### src/rtl/nand_seq_pkg.sv
// Shared definitions for the NAND sequencer: op codes, pass counts, state and
// operand-select encodings, and the per-op NAND pass schedule.
package nand_seq_pkg;

  localparam logic [2:0] OP_NAND = 3'd0;
  localparam logic [2:0] OP_NOTA = 3'd1;
  localparam logic [2:0] OP_AND  = 3'd2;
  localparam logic [2:0] OP_OR   = 3'd3;
  localparam logic [2:0] OP_NOR  = 3'd4;
  localparam logic [2:0] OP_XOR  = 3'd5;
  localparam logic [2:0] OP_XNOR = 3'd6;
  localparam logic [2:0] OP_RSVD = 3'd7;

  typedef enum logic {
    IDLE = 1'b0,
    EXEC = 1'b1
  } state_e;

  typedef enum logic [1:0] {
    SRC_A = 2'd0,
    SRC_B = 2'd1,
    SRC_T = 2'd2,
    SRC_U = 2'd3
  } src_e;

  typedef enum logic [1:0] {
    DST_T = 2'd0,
    DST_U = 2'd1,
    DST_R = 2'd2
  } dst_e;

  typedef struct packed {
    src_e x0;
    src_e x1;
    dst_e dst;
  } pass_t;

  // Number of edges spent in EXEC; the reserved op spends one edge but no pass.
  function automatic logic [2:0] op_passes(input logic [2:0] op);
    case (op)
      OP_NAND: op_passes = 3'd1;
      OP_NOTA: op_passes = 3'd1;
      OP_AND:  op_passes = 3'd2;
      OP_OR:   op_passes = 3'd3;
      OP_NOR:  op_passes = 3'd4;
      OP_XOR:  op_passes = 3'd4;
      OP_XNOR: op_passes = 3'd5;
      default: op_passes = 3'd1;
    endcase
  endfunction

  function automatic pass_t mk_pass(input src_e x0, input src_e x1, input dst_e dst);
    pass_t p;
    p.x0  = x0;
    p.x1  = x1;
    p.dst = dst;
    return p;
  endfunction

  // XOR/XNOR step 2 reads T and writes T; the mux sees the old value this cycle.
  function automatic pass_t op_pass(input logic [2:0] op, input logic [2:0] step);
    pass_t p;
    p = mk_pass(SRC_A, SRC_B, DST_R);
    case (op)
      OP_NOTA: p = mk_pass(SRC_A, SRC_A, DST_R);
      OP_AND: begin
        case (step)
          3'd0:    p = mk_pass(SRC_A, SRC_B, DST_T);
          default: p = mk_pass(SRC_T, SRC_T, DST_R);
        endcase
      end
      OP_OR, OP_NOR: begin
        case (step)
          3'd0:    p = mk_pass(SRC_A, SRC_A, DST_T);
          3'd1:    p = mk_pass(SRC_B, SRC_B, DST_U);
          3'd2:    p = mk_pass(SRC_T, SRC_U, (op == OP_OR) ? DST_R : DST_T);
          default: p = mk_pass(SRC_T, SRC_T, DST_R);
        endcase
      end
      OP_XOR, OP_XNOR: begin
        case (step)
          3'd0:    p = mk_pass(SRC_A, SRC_B, DST_T);
          3'd1:    p = mk_pass(SRC_A, SRC_T, DST_U);
          3'd2:    p = mk_pass(SRC_B, SRC_T, DST_T);
          3'd3:    p = mk_pass(SRC_U, SRC_T, (op == OP_XOR) ? DST_R : DST_T);
          default: p = mk_pass(SRC_T, SRC_T, DST_R);
        endcase
      end
      default: p = mk_pass(SRC_A, SRC_B, DST_R);
    endcase
    return p;
  endfunction

endpackage

### src/rtl/nand_cell.sv
// Shared bitwise NAND resource: y = ~(x0 & x1), purely combinational.
module nand_cell #(
  parameter int WIDTH = 4
) (
  input  logic [WIDTH-1:0] x0,
  input  logic [WIDTH-1:0] x1,
  output logic [WIDTH-1:0] y
);

  assign y = ~(x0 & x1);

endmodule

### src/rtl/nand_seq_ctrl.sv
// Sequencer building NOT/AND/OR/NOR/XOR/XNOR from one shared NAND cell, one pass
// per clock. Optional pass counter output enabled by defining NAND_SEQ_STATS_EN.
module nand_seq_ctrl
  import nand_seq_pkg::*;
#(
  parameter int WIDTH = 4
) (
  input  logic             clk,
  input  logic             rst_n,
  input  logic             start,
  input  logic [2:0]       op,
  input  logic [WIDTH-1:0] a,
  input  logic [WIDTH-1:0] b,
  output logic             busy,
  output logic             done,
  output logic [WIDTH-1:0] result,
  output logic             err
`ifdef NAND_SEQ_STATS_EN
  ,
  output logic [15:0]      pass_cnt
`endif
);

  // Handshake: start is sampled only while idle (busy=0); an accepted start raises
  // busy from that edge, done pulses for one cycle with result/err valid, and a
  // new start may be accepted in that done cycle. start while busy is dropped.

  state_e           state_q, state_d;
  logic [2:0]       op_q, op_d;
  logic [2:0]       step_q, step_d;
  logic [WIDTH-1:0] a_q, a_d, b_q, b_d;
  logic [WIDTH-1:0] t_q, t_d, u_q, u_d;
  logic [WIDTH-1:0] result_q, result_d;
  logic             done_q, done_d;
  logic             err_q, err_d;

  pass_t            sel;
  logic             last_pass;
  logic [WIDTH-1:0] nand_x0, nand_x1, nand_y;

  nand_cell #(.WIDTH(WIDTH)) u_nand_cell (
    .x0 (nand_x0),
    .x1 (nand_x1),
    .y  (nand_y)
  );

  always_comb begin
    sel       = op_pass(op_q, step_q);
    last_pass = (step_q == (op_passes(op_q) - 3'd1));

    nand_x0 = a_q;
    case (sel.x0)
      SRC_A: nand_x0 = a_q;
      SRC_B: nand_x0 = b_q;
      SRC_T: nand_x0 = t_q;
      SRC_U: nand_x0 = u_q;
      default: nand_x0 = a_q;
    endcase

    nand_x1 = b_q;
    case (sel.x1)
      SRC_A: nand_x1 = a_q;
      SRC_B: nand_x1 = b_q;
      SRC_T: nand_x1 = t_q;
      SRC_U: nand_x1 = u_q;
      default: nand_x1 = b_q;
    endcase
  end

  always_comb begin
    state_d  = state_q;
    op_d     = op_q;
    step_d   = step_q;
    a_d      = a_q;
    b_d      = b_q;
    t_d      = t_q;
    u_d      = u_q;
    result_d = result_q;
    done_d   = 1'b0;
    err_d    = err_q;

    case (state_q)
      IDLE: begin
        if (start) begin
          op_d    = op;
          a_d     = a;
          b_d     = b;
          step_d  = 3'd0;
          err_d   = 1'b0;
          state_d = EXEC;
        end
      end
      EXEC: begin
        if (op_q == OP_RSVD) begin
          result_d = '0;
          err_d    = 1'b1;
          done_d   = 1'b1;
          state_d  = IDLE;
        end else if (last_pass) begin
          result_d = nand_y;
          done_d   = 1'b1;
          state_d  = IDLE;
        end else begin
          step_d = step_q + 3'd1;
          case (sel.dst)
            DST_T:   t_d = nand_y;
            DST_U:   u_d = nand_y;
            default: t_d = t_q;
          endcase
        end
      end
      default: state_d = IDLE;
    endcase
  end

  always_ff @(posedge clk or negedge rst_n) begin
    if (!rst_n) begin
      state_q  <= IDLE;
      op_q     <= 3'd0;
      step_q   <= 3'd0;
      a_q      <= '0;
      b_q      <= '0;
      t_q      <= '0;
      u_q      <= '0;
      result_q <= '0;
      done_q   <= 1'b0;
      err_q    <= 1'b0;
    end else begin
      state_q  <= state_d;
      op_q     <= op_d;
      step_q   <= step_d;
      a_q      <= a_d;
      b_q      <= b_d;
      t_q      <= t_d;
      u_q      <= u_d;
      result_q <= result_d;
      done_q   <= done_d;
      err_q    <= err_d;
    end
  end

  assign busy   = (state_q == EXEC);
  assign done   = done_q;
  assign result = result_q;
  assign err    = err_q;

`ifdef NAND_SEQ_STATS_EN
  logic [15:0] pass_cnt_q, pass_cnt_d;
  logic        pass_inc;

  always_comb begin
    pass_inc   = (state_q == EXEC) && (op_q != OP_RSVD);
    pass_cnt_d = pass_cnt_q;
    if (pass_inc && (pass_cnt_q != 16'hFFFF)) begin
      pass_cnt_d = pass_cnt_q + 16'd1;
    end
  end

  always_ff @(posedge clk or negedge rst_n) begin
    if (!rst_n) begin
      pass_cnt_q <= 16'd0;
    end else begin
      pass_cnt_q <= pass_cnt_d;
    end
  end

  assign pass_cnt = pass_cnt_q;
`endif

endmodule

### config.mk
export PLATFORM = sky130hd
export DESIGN_NAME = nand_seq_ctrl
export DESIGN_NICKNAME = d
export VERILOG_FILES = /design/src/rtl/nand_seq_pkg.sv /design/src/rtl/nand_cell.sv /design/src/rtl/nand_seq_ctrl.sv
export SDC_FILE = /design/constraint.sdc
export NUM_CORES = 1
export LEC_CHECK = 0
export CELL_PAD_IN_SITES_DETAIL_PLACEMENT = 1
export CELL_PAD_IN_SITES_GLOBAL_PLACEMENT = 1
export CORE_MARGIN = 2
export CORE_UTILIZATION = 41
export CTS_CLUSTER_DIAMETER = 50
export CTS_CLUSTER_SIZE = 8
export DETAILED_ROUTE_END_ITERATION = 8
export PLACE_DENSITY = 0.87
export SLEW_MARGIN = 10
export SYNTH_ARGS = -nofsm -noshare
export SYNTH_HDL_FRONTEND = slang
export SYNTH_SLANG_ARGS = --single-unit
### constraint.sdc
create_clock -name clk -period 8.1 [get_ports clk]
set_clock_uncertainty 0.15 [all_clocks]
set_input_delay 1.215 -clock clk [delete_from_list [all_inputs] [get_ports clk]]
set_output_delay 1.215 -clock clk [all_outputs]
set_load 0.01 [all_outputs]
# Word-level counts from Yosys, hierarchy flattened
# Cells that the tools add are included.
# op_classes
add_sub_neg	2
eq_ne	22
mux	25
n_bitwise	5
reduce_logical	14
# ops
cell	n
one-hot mux 6 bit (4 select lines)	2
one-hot mux 4 bit (4 select lines)	2
one-hot mux 6 bit (3 select lines)	1
== test 3 x 2 -> 1 bit, second input constant	4
== test 3 bit, second input constant	4
one-hot mux 3 bit (4 select lines)	1
2-to-1 mux 3 bit	3
== test 2 bit, second input constant	4
2-to-1 mux 1 bit	8
2-to-1 mux 4 bit	2
AND reduction 4 bit	2
== test 2 x 1 -> 1 bit, second input constant	3
== test 3 x 1 -> 1 bit, second input constant	2
zero test 2 bit	3
2-to-1 mux 6 bit	1
!= test 2 bit, second input constant	3
one-hot mux 3 bit (2 select lines)	1
AND reduction 2 bit	3
OR reduction 2 bit	3
bitwise AND 4 bit	1
2-to-1 mux 2 bit	2
inverter 4 bit	1
one-hot mux 1 bit (2 select lines)	2
adder 3 x 1 -> 3 bit, second input constant	1
7 further kinds	9
# totals
regBits	29
wordCells	78

# Logic depth before layout (Yosys ltp)
# Gate-level depths: netlist of the first run.
# depth
ltp_word	10
depth_mapped	10

# Modules after synthesis
# Synthesis of the first run repeated with hierarchy kept, for this count alone.
# unflattened
cells_unflattened	185
area_unflattened_um2	1806.7
# by_module_without_submodules
module	n_inst	cells_each	area_each_um2	seq_area_each_um2
nand_seq_ctrl	1	181	1791.7	725.7
nand_cell	1	4	15.0	0.0

# Worst setup path before layout of the first run
# OpenSTA, ideal clock, no wires.
# synth_timing
path_type	register -> register
start	register op_q[2]
end	register t_q[0]
setup_ns	0.125
arrival_time_ns	2.624
required_ns	7.825
setup_slack_ns	5.201
stages_incl_launch_ff	10
period_less_slack_ns	2.899
cell_sequence	dfrtp_1 -> buf_4 -> or2b_2 -> ha_1 -> xnor2_1 -> xnor2_4 -> o311ai_4 -> a211o_1 -> or3_4 -> mux2_2
# synth_via
elab_chain_cells	7
elab_cells_between_ends	34
classes_between	add/sub (1); eq/ne (14); mux (8); bitwise (4); reduce/logical (7)
# synth_lines
element	line_no	text
from (decl)	nand_seq_ctrl.sv:29	logic [2:0] op_q, op_d;
from (signal assigned)	nand_seq_ctrl.sv:130	op_q <= op_d;
== test 3 bit (tied with other cells)	nand_seq_pkg.sv:40, nand_seq_pkg.sv:64, nand_seq_pkg.sv:85	
OR reduction 2 bit (on tied branches)	-	
one-hot mux 3 bit (4 select lines) or one-hot mux 6 bit (4 select lines) (tied branches)	nand_seq_pkg.sv:40, nand_seq_pkg.sv:64	
subtractor 3 x 1 -> 3 bit (tied with other cells)	nand_seq_ctrl.sv:49	last_pass = (step_q == (op_passes(op_q) - 3'd1));
== test 3 bit (tied with other cells)	nand_seq_ctrl.sv:49	
inverter 1 bit (no source line) or bitwise AND 4 bit (tied branches)	-	
AND reduction 4 bit (no source line) or inverter 4 bit (tied branches)	-	
to (signal assigned)	nand_seq_ctrl.sv:134	t_q <= t_d;
to (decl)	nand_seq_ctrl.sv:32	logic [WIDTH-1:0] t_q, t_d, u_q, u_d;
# Several ways; a longest one is shown, not always the timed one.
# A chain may end at the register's enable or synchronous reset.

# Final worst setup path of the first run
# layout_timing
start	register op_q[1]
end	register t_q[3]
# The elaborated chain is that of the path after synthesis.

==> results.sh, run 1 <==
export IMPL_clk_latency_ns=0.28
export IMPL_synth_area_mm2=0.00188
export IMPL_dpl_hpwl_um=3280
export IMPL_synthCells=203
export IMPL_end_kind="flop"
export IMPL_drt_initial_drc_count=40
export IMPL_synth_cell_types=42
export IMPL_path_class="flop to flop"
export IMPL_path_max_fanout=16
export IMPL_synthArstFlopShare_pct=100
export IMPL_utilization_pct=49.6
export IMPL_cp_required_ns=8.12
export IMPL_status="finished clean"
export IMPL_rsz0062_at_grt="false"
export IMPL_cts_resized=0
export IMPL_maxCapViolCount=0
export IMPL_dpl_cell_area_mm2=0.00209
export IMPL_critPathTopFamily="simple AND/OR/NAND/NOR gates"
export IMPL_grt_overflow_total=0
export IMPL_syn_avg_cell_area_um2=9.27
export IMPL_finalWorstSetupSlack_ns=4.92
export IMPL_grt_pass1_vias=1574
export IMPL_synth_area_leader_cell="dfrtp_1"
export IMPL_finalSetupViolCount=0
export IMPL_ys_ff_latch=29
export IMPL_cts_setup_buffers=0
export IMPL_critPathLaunchType="flop"
export IMPL_grtUsageTotal_pct=19.0
export IMPL_drv_slew=0
export IMPL_setup_tns_ns=0
export IMPL_cts_hold_buf=0
export IMPL_clkTransAtPathRegs_ns=0.06
export IMPL_period_minus_slack_ns=3.18
export IMPL_clockBufferDepth=2
export IMPL_antenna_found_initial=0
export IMPL_worst_r2r_path_depth=8
export IMPL_synth_top_area_share_pct=38.6
export IMPL_wl_um=4220
export IMPL_drc=0
export IMPL_layout_nets=242
export IMPL_ys_warn_count=0
export IMPL_ys_flop_type="dfrtp_1"
export IMPL_dieArea_mm2=0.00515
export IMPL_synth_seq_area_share_pct=38.6
export IMPL_place_worst_setup_slack_ns=4.91
export IMPL_cp_num_buf_inv=0
export IMPL_wl_per_cell_um=15.3
export IMPL_crit_path_max_incr_delay_ns=0.62
export IMPL_via_per_inst=5.35
export IMPL_r2r_end="t_q[3]"
export IMPL_r2r_start="op_q[1]"
export IMPL_initial_utilization_pct=42.9
export IMPL_worst_ir_drop_vdd_v=0.000162
export IMPL_dr_pass1_iters=4
export IMPL_syn_nets=223
export IMPL_worst_path_stages=8
export IMPL_powerDensity_mw_per_mm2=504
export IMPL_die_width_um=71.7
export IMPL_final_area_mm2=0.00217
export IMPL_cts_root_buf="clkbuf_8"
export IMPL_io_buffers=20
export IMPL_cts_sinks=29
export IMPL_hold_viol=0
export IMPL_crit_path_top_delay_cell="dfrtp_1"
export IMPL_cp_arrival_ns=3.20
export IMPL_fin_crit_sh_pct=39.3
export IMPL_crit_path_end="t_q[3]"
export IMPL_crit_path_start="op_q[1]"
export IMPL_tightest_slew_ns=0.803
export IMPL_grt_pass1_wl_um=7530
export IMPL_cts_max_level=2
export IMPL_diodes=0
export IMPL_synth_edf_count=0
export IMPL_num_vias=1470
export IMPL_r2r_setup_slack_ns=4.92
export IMPL_coreArea_mm2=0.00438
export IMPL_area_growth_pct=15.6
export IMPL_die_h_um=71.7
export IMPL_synth_top_cells_by_area="dfrtp_1, nand2_1, mux2_2, mux2i_1, ha_1"
export IMPL_cts_buffers=5
export IMPL_leakage_uw=0.000962
export IMPL_tritoncts="yes"
export IMPL_path_cells="or2b_2, o21ai_4, ha_1, xnor2_1, o311ai_4, a211o_1, or3_4, mux2_2"
export IMPL_gp_congestion=0.915
export IMPL_pin_count=21
export IMPL_fp_row_count=24
export IMPL_drtAntennaViolNets=0
export IMPL_fin_hold_ws_ns=0.328
export IMPL_max_freq_mhz=314
export IMPL_slew_headroom_pct=46.3
export IMPL_grt_max_degree=30
export IMPL_drive_gt1_share_pct=16.1
export IMPL_min_path_type="flop to flop"
cells by family after synthesis:
group | after synthesis | synth area share (%)
AOI/OAI and AO/OA | 36 | 14.5
xor gates and xnor gates | 5 | 3.72
adders and majority gates | 6 | 3.99
buffers and inverters | 14 | 4.52
DFF | 29 | 38.6
muxes | 21 | 12.0
and+or+nand+nor | 92 | 22.7
metrics by stage:
step                power [uW]  std cells
floorplan                  842        203
global placement           959        267
detailed placement         987        267
CTS                       1110        275
global route              1200        275
finish                    1100        275
synthesized netlist by cell type (all sizes together) (2+ instances only):
cell type	number
or2	2
nand2	55
mux2i	8
dfrtp	29
a21oi	8
nand2b	3
nand3b	3
xnor2	4
nor2	8
o22a	4
or3b	2
nand3	4
inv	5
nor3	6
o21ai	11
clkbuf	2
ha	6
mux2	13
nor2b	5
buf	7
a22o	4
per-layer routing:
layer | up-vias | track usage, % | share of wire, %
li1 | 732 | - | -
met1 | 708 | 25.4 | 48
met2 | 23 | 30.7 | 48
met3 | 7 | 4.50 | 2.8
met4 | 0 | 5.87 | 1.4
met5 | - | 0 | 0
cell usage in the layout (no fill, tap or decap), drive strengths merged, types with 6 or more instances in the layout:
cell	count
nand2	55
dfrtp	29
clkdlybuf4s50	20
mux2	13
o21ai	11
a21oi	8
nor2	8
mux2i	8
nor3	6
ha	6
sequential cells by signal, indices dropped and copies added, names as in the netlist:
name    cells
t_q         4
a_q         4
busy        1
u_q         4
err         1
result      4
op_q        3
done        1
b_q         4
step_q      3
worst register-to-register path, cell delays in order (launching register included):
cell and delay, ns:
dfrtp_1 0.62, or2b_2 0.39, o21ai_4 0.17, ha_1 0.27
xnor2_1 0.31, o311ai_4 0.19, a211o_1 0.28, or3_4 0.42
mux2_2 0.28
power by group:
part           internal, uW  switching, uW
Clock                  59.1           57.4
Sequential              216           88.2
Combinational           331            344
worst min path at each step:
stage             end   start  cells after the start
2_1_floorplan  a_q[0]  a_q[0]                      2
3_3_place_gp   a_q[3]  a_q[3]                      2
3_5_place_dp   a_q[1]  a_q[1]                      2
4_1_cts        a_q[1]  a_q[1]                      2
5_1_grt        a_q[3]  a_q[3]                      2
6_report       a_q[1]  a_q[1]                      2
area by class of cell:
type	count	area, um2
sequential	29	726
clock buffer	5	68.8
timing repair buffer	21	208
clock inverter	3	17.5
fill	517	2210
inverter	5	18.8
tap	52	65.1
multi-input combinational	160	1070
Note: power is estimated with default switching activity, not from simulation.
==> inputs of run 2 (changes only) <==
CORE_UTILIZATION = 39   (was 41)
clock period = 2.7 ns   (was 8.1 ns; I/O delays follow)
==> run 2 against run 1 <==
Compared with the run above:
- the flow now finishes with violations (negative setup slack)
- non-clock buffer count up 33
- register-to-register slack worse by 4.9 ns
- worst setup slack worse by 4.9 ns
- via count up 19%
- cell count up 13%
- clock power rose to 2.9 times the previous value
- count of clock-buffer cells in the layout up 1
- fmax up 17%
- flip-flop and latch count unchanged
- core utilization up 4.4 points
- sequential power rose to 2.8 times the previous value
- final area up 17%
==> results.sh, run 2 (synthesized netlist as in run 1, its figures left out) <==
export IMPL_pin_count=21
export IMPL_finalWorstSetupSlack_ns=-0.0203
export IMPL_min_path_type="flop to flop"
export IMPL_path_max_fanout=8
export IMPL_io_buffers=20
export IMPL_dpl_cell_area_mm2=0.00236
export IMPL_maxCapViolCount=0
export IMPL_final_common_cell="nand2_1"
export IMPL_tightest_slew_ns=0.565
export IMPL_diodes=0
export IMPL_path_cells="inv_1, ha_2, buf_4, nor2b_1, or2_2, a31oi_1, buf_4, nand2_1, mux2i_1, o21ai_1, buf_4, mux2_2"
export IMPL_worst_ir_drop_vdd_v=0.000692
export IMPL_grt_pass1_vias=1811
export IMPL_dr_pass1_iters=4
export IMPL_leakage_uw=0.00114
export IMPL_critPathLaunchType="flop"
export IMPL_grt_max_degree=30
export IMPL_drc=0
export IMPL_die_h_um=73.5
export IMPL_finalSetupViolCount=3
export IMPL_cts_buffers=5
export IMPL_die_width_um=73.5
export IMPL_powerDensity_mw_per_mm2=1660
export IMPL_regArea_um2=727
export IMPL_area_growth_pct=34.7
export IMPL_drive_gt1_share_pct=32.8
export IMPL_coreArea_mm2=0.00469
export IMPL_num_vias=1754
export IMPL_max_freq_mhz=368
export IMPL_path_class="flop to flop"
export IMPL_final_cells=310
export IMPL_initial_utilization_pct=40.1
export IMPL_dpl_hpwl_um=4060
export IMPL_clk_latency_ns=0.28
export IMPL_cts_max_level=2
export IMPL_hold_viol=0
export IMPL_crit_path_top_delay_cell="dfrtp_1"
export IMPL_slew_headroom_pct=62.3
export IMPL_wl_um=5890
export IMPL_grt_overflow_total=0
export IMPL_tritoncts="yes"
export IMPL_final_area_mm2=0.00253
export IMPL_drtAntennaViolNets=0
export IMPL_cp_required_ns=2.71
export IMPL_gp_congestion=0.823
export IMPL_hp_start="a_q[1]"
export IMPL_violations="negative setup slack"
export IMPL_cp_common_cell="buf_4"
export IMPL_total_power_uw=4220
export IMPL_via_per_inst=5.66
export IMPL_dieArea_mm2=0.00540
export IMPL_antenna_found_initial=0
export IMPL_cts_sinks=29
export IMPL_wl_per_cell_um=19.0
export IMPL_crit_path_start="step_q[0]"
export IMPL_placed_cells=300
export IMPL_cts_root_buf="clkbuf_8"
export IMPL_status="complete, but fails checks"
export IMPL_layout_nets=275
export IMPL_fp_row_count=25
export IMPL_grt_pass1_wl_um=8940
export IMPL_drv_slew=0
export IMPL_end_kind="flop"
export IMPL_final_fill_count=537
export IMPL_final_cell_mix="nand2_1, buf_4, dfrtp_1, clkdlybuf4s50_1, mux2_2"
export IMPL_r2r_start="step_q[0]"
export IMPL_clockBufferDepth=2
export IMPL_drt_initial_drc_count=72
export IMPL_period_minus_slack_ns=2.72
export IMPL_cts_hold_buf=0
export IMPL_rsz0062_at_grt="true"
export IMPL_fin_crit_sh_pct=101
export IMPL_crit_path_max_incr_delay_ns=0.39
export IMPL_multiInputGateArea_mm2=0.00118
export IMPL_cp_arrival_ns=2.73
export IMPL_clkTransAtPathRegs_ns=0.06
export IMPL_grtUsageTotal_pct=21.9
## run 2: worst paths after layout
path | cells past startpoint | end | slack, ns
worst min register to register | 2 | a_q[1] | 0.33
min in group asynchronous | 2 | step_q[1] | 0.36
worst max register to register | 12 | t_q[3] | -0.02
worst max-delay path | 12 | t_q[3] | -0.02
max in group asynchronous | 2 | op_q[0] | 1.75
worst min-delay path | 2 | a_q[1] | 0.33
## run 2: layout make-up
type,instances,area share [%]
multi-input cells,160,46.7
flip-flops and latches,29,28.7
repair buffers,54,18.0
clock buffers,6,2.86
well taps,54,2.67
inverters,5,0.740
clock inverters,2,0.395
## run 2: metal layers
layer	part of all wire, %	vias up	global-route usage, %
li1	-	800	-
met1	43	890	28.9
met2	51	51	36.7
met3	3.9	13	4.80
met4	1.7	0	5.25
met5	0	-	0
## run 2: what timing repair did
item	4_1_cts	5_1_grt
pin swaps	2	8
endpoints found under the hold margin	0	0
buffers inserted	0	2
resized for setup	3	17
setup endpoints to repair	9	12
## run 2: where the power goes
part	internal [uW]	leakage (uW)	total (uW)	switching [uW]
clock network	178	0.0000450	339	161
registers	653	0.000347	852	199
logic	1510	0.000751	3020	1510
total	2340	0.00114	4220	1870
## run 2: critical path, delay by kind of cell, from the launching register on
kind,cells,cell delay [ns]
buffers and inverters,4,0.59
AND/OR/NAND/NOR,3,0.55
multiplexers,2,0.42
flip-flops,1,0.39
AO/OA/AOI/OAI,2,0.28
adder cells (fa/ha/maj),1,0.21
## run 2: per-stage QoR
stage | hold slack, ns | TNS, ns | setup slack, ns | util, %
2_1_floorplan | -0.0406 | -0.211 | -0.0529 | -
5_1_grt | 0.357 | -0.762 | -0.134 | 54.0
3_3_place_gp | 0.307 | 0 | 0.0693 | 50.4
6_report | 0.333 | -0.0438 | -0.0203 | 54.0
3_5_place_dp | 0.317 | -0.0544 | -0.0281 | 50.4
4_1_cts | 0.334 | 0 | 0.0120 | 52.3
==> edit (flow settings as in run 1) <==
`WIDTH` is set to 4 in 2 places; all go to 3.
--- a/src/rtl/nand_cell.sv
+++ b/src/rtl/nand_cell.sv
@@ -1,6 +1,6 @@
 // Shared bitwise NAND resource: y = ~(x0 & x1), purely combinational.
 module nand_cell #(
-  parameter int WIDTH = 4
+  parameter int WIDTH = 3
 ) (
   input  logic [WIDTH-1:0] x0,
   input  logic [WIDTH-1:0] x1,
--- a/src/rtl/nand_seq_ctrl.sv
+++ b/src/rtl/nand_seq_ctrl.sv
@@ -3,7 +3,7 @@
 module nand_seq_ctrl
   import nand_seq_pkg::*;
 #(
-  parameter int WIDTH = 4
+  parameter int WIDTH = 3
 ) (
   input  logic             clk,
   input  logic             rst_n,
Ports: changed (resized a, b and result); port bits go from 21 to 18. The function was not compared with the original's and may differ.
==> edit against run 1 <==
Routed wire length increased by 3.4%. Final area down 17%. Largest cell class unchanged. Total power is 19% lower. Combinational power down 22%. Setup slack gained 230 ps. Synthesized area down 18%. Clock power is 9% lower. Sequential power shrank 15%. Non-clock buffer count decreased by 4. Sequential cell count is 5 lower. Highest routed layer unchanged. Critical path type unchanged. Cell count decreased by 21%.
==> edit: results (changes against run 1) <==
final std cells w/o fill 217 (was 275); Inst Count DP 213 (was 267); pin count of the biggest net entering global routing 25 (was 30); Synth Net Count 172 (was 223); Mapped Cells 154 (was 203); Non-clock inverters 8 (was 5); largest cells by area after synthesis dfrtp_1 (39%), mux2_2 (6.5%), nand2_1 (6.5%) (was dfrtp_1 (39%), nand2_1 (11%), mux2_2 (7.8%)); Worst-path clk slew 90 ps (was 60 ps); CP peak stage delay 720 ps (was 620 ps); met3 global-route usage 3.25% (was 4.50%); CLK BUF 3 (was 5); placed inst area 0.00174 mm² (was 0.00209 mm²); Adder-Cell Fraction of Synth Area 4.84% (was 3.99%); Slew headroom 28.1% (was 46.3%); post-synthesis xor/xnor area fraction 1.69% (was 3.72%); hold slack 341 ps (was 328 ps); Total GRT Usage 22.9% (was 19.0%); Place WS 5270 ps (was 4910 ps); met3 WL 107 µm (was 120 µm); Synth top cells by count nand2_1 (27), dfrtp_1 (24), nor2b_1 (10) (was nand2_1 (54), dfrtp_1 (29), mux2_2 (13)); M1 GR Usage 25.4% (about the same); outcome complete, no violations (unchanged); final WL 4.36 mm (was 4.22 mm); multi-input gates 116 (was 160); VDD IR max 197 µV (was 162 µV); Final nets 188 (was 242); Arr. time, crit path 2960 ps (was 3200 ps)
edit: cell types whose count changed after synthesis, moves of 4 or more:
cell and change:
a21oi_1 -5, a22o_1 -4, dfrtp_1 -5, mux2_2 -4, mux2i_1 -8, nand2_1 -27, nor2b_1 +5, nor3_1 -4
o21ai_1 -4, o221ai_2 +4, o22a_1 -4
edit: final timing paths:
check | from | endpoint | depth (start not counted)
worst max-delay path | op_q[0] | u_q[1] | 8
worst min-delay path | a_q[0] | a_q[0] | 2
worst max register to register | op_q[0] | u_q[1] | 8
worst min register to register | a_q[0] | a_q[0] | 2
max in group asynchronous | rst_n | t_q[2] | 1
min in group asynchronous | rst_n | step_q[0] | 1
edit: tightest hold or removal path, cell delays in order (launching register included):
cell	delay, ps
dfrtp_1	350
nand2_1	50
nand2_1	60
edit: power breakdown:
| part | switching [mW] | internal [mW] |
|---|---|---|
| Clock | 0.0413 | 0.0661 |
| Sequential | 0.0826 | 0.178 |
| Combinational | 0.290 | 0.234 |
| Total | 0.413 | 0.478 |
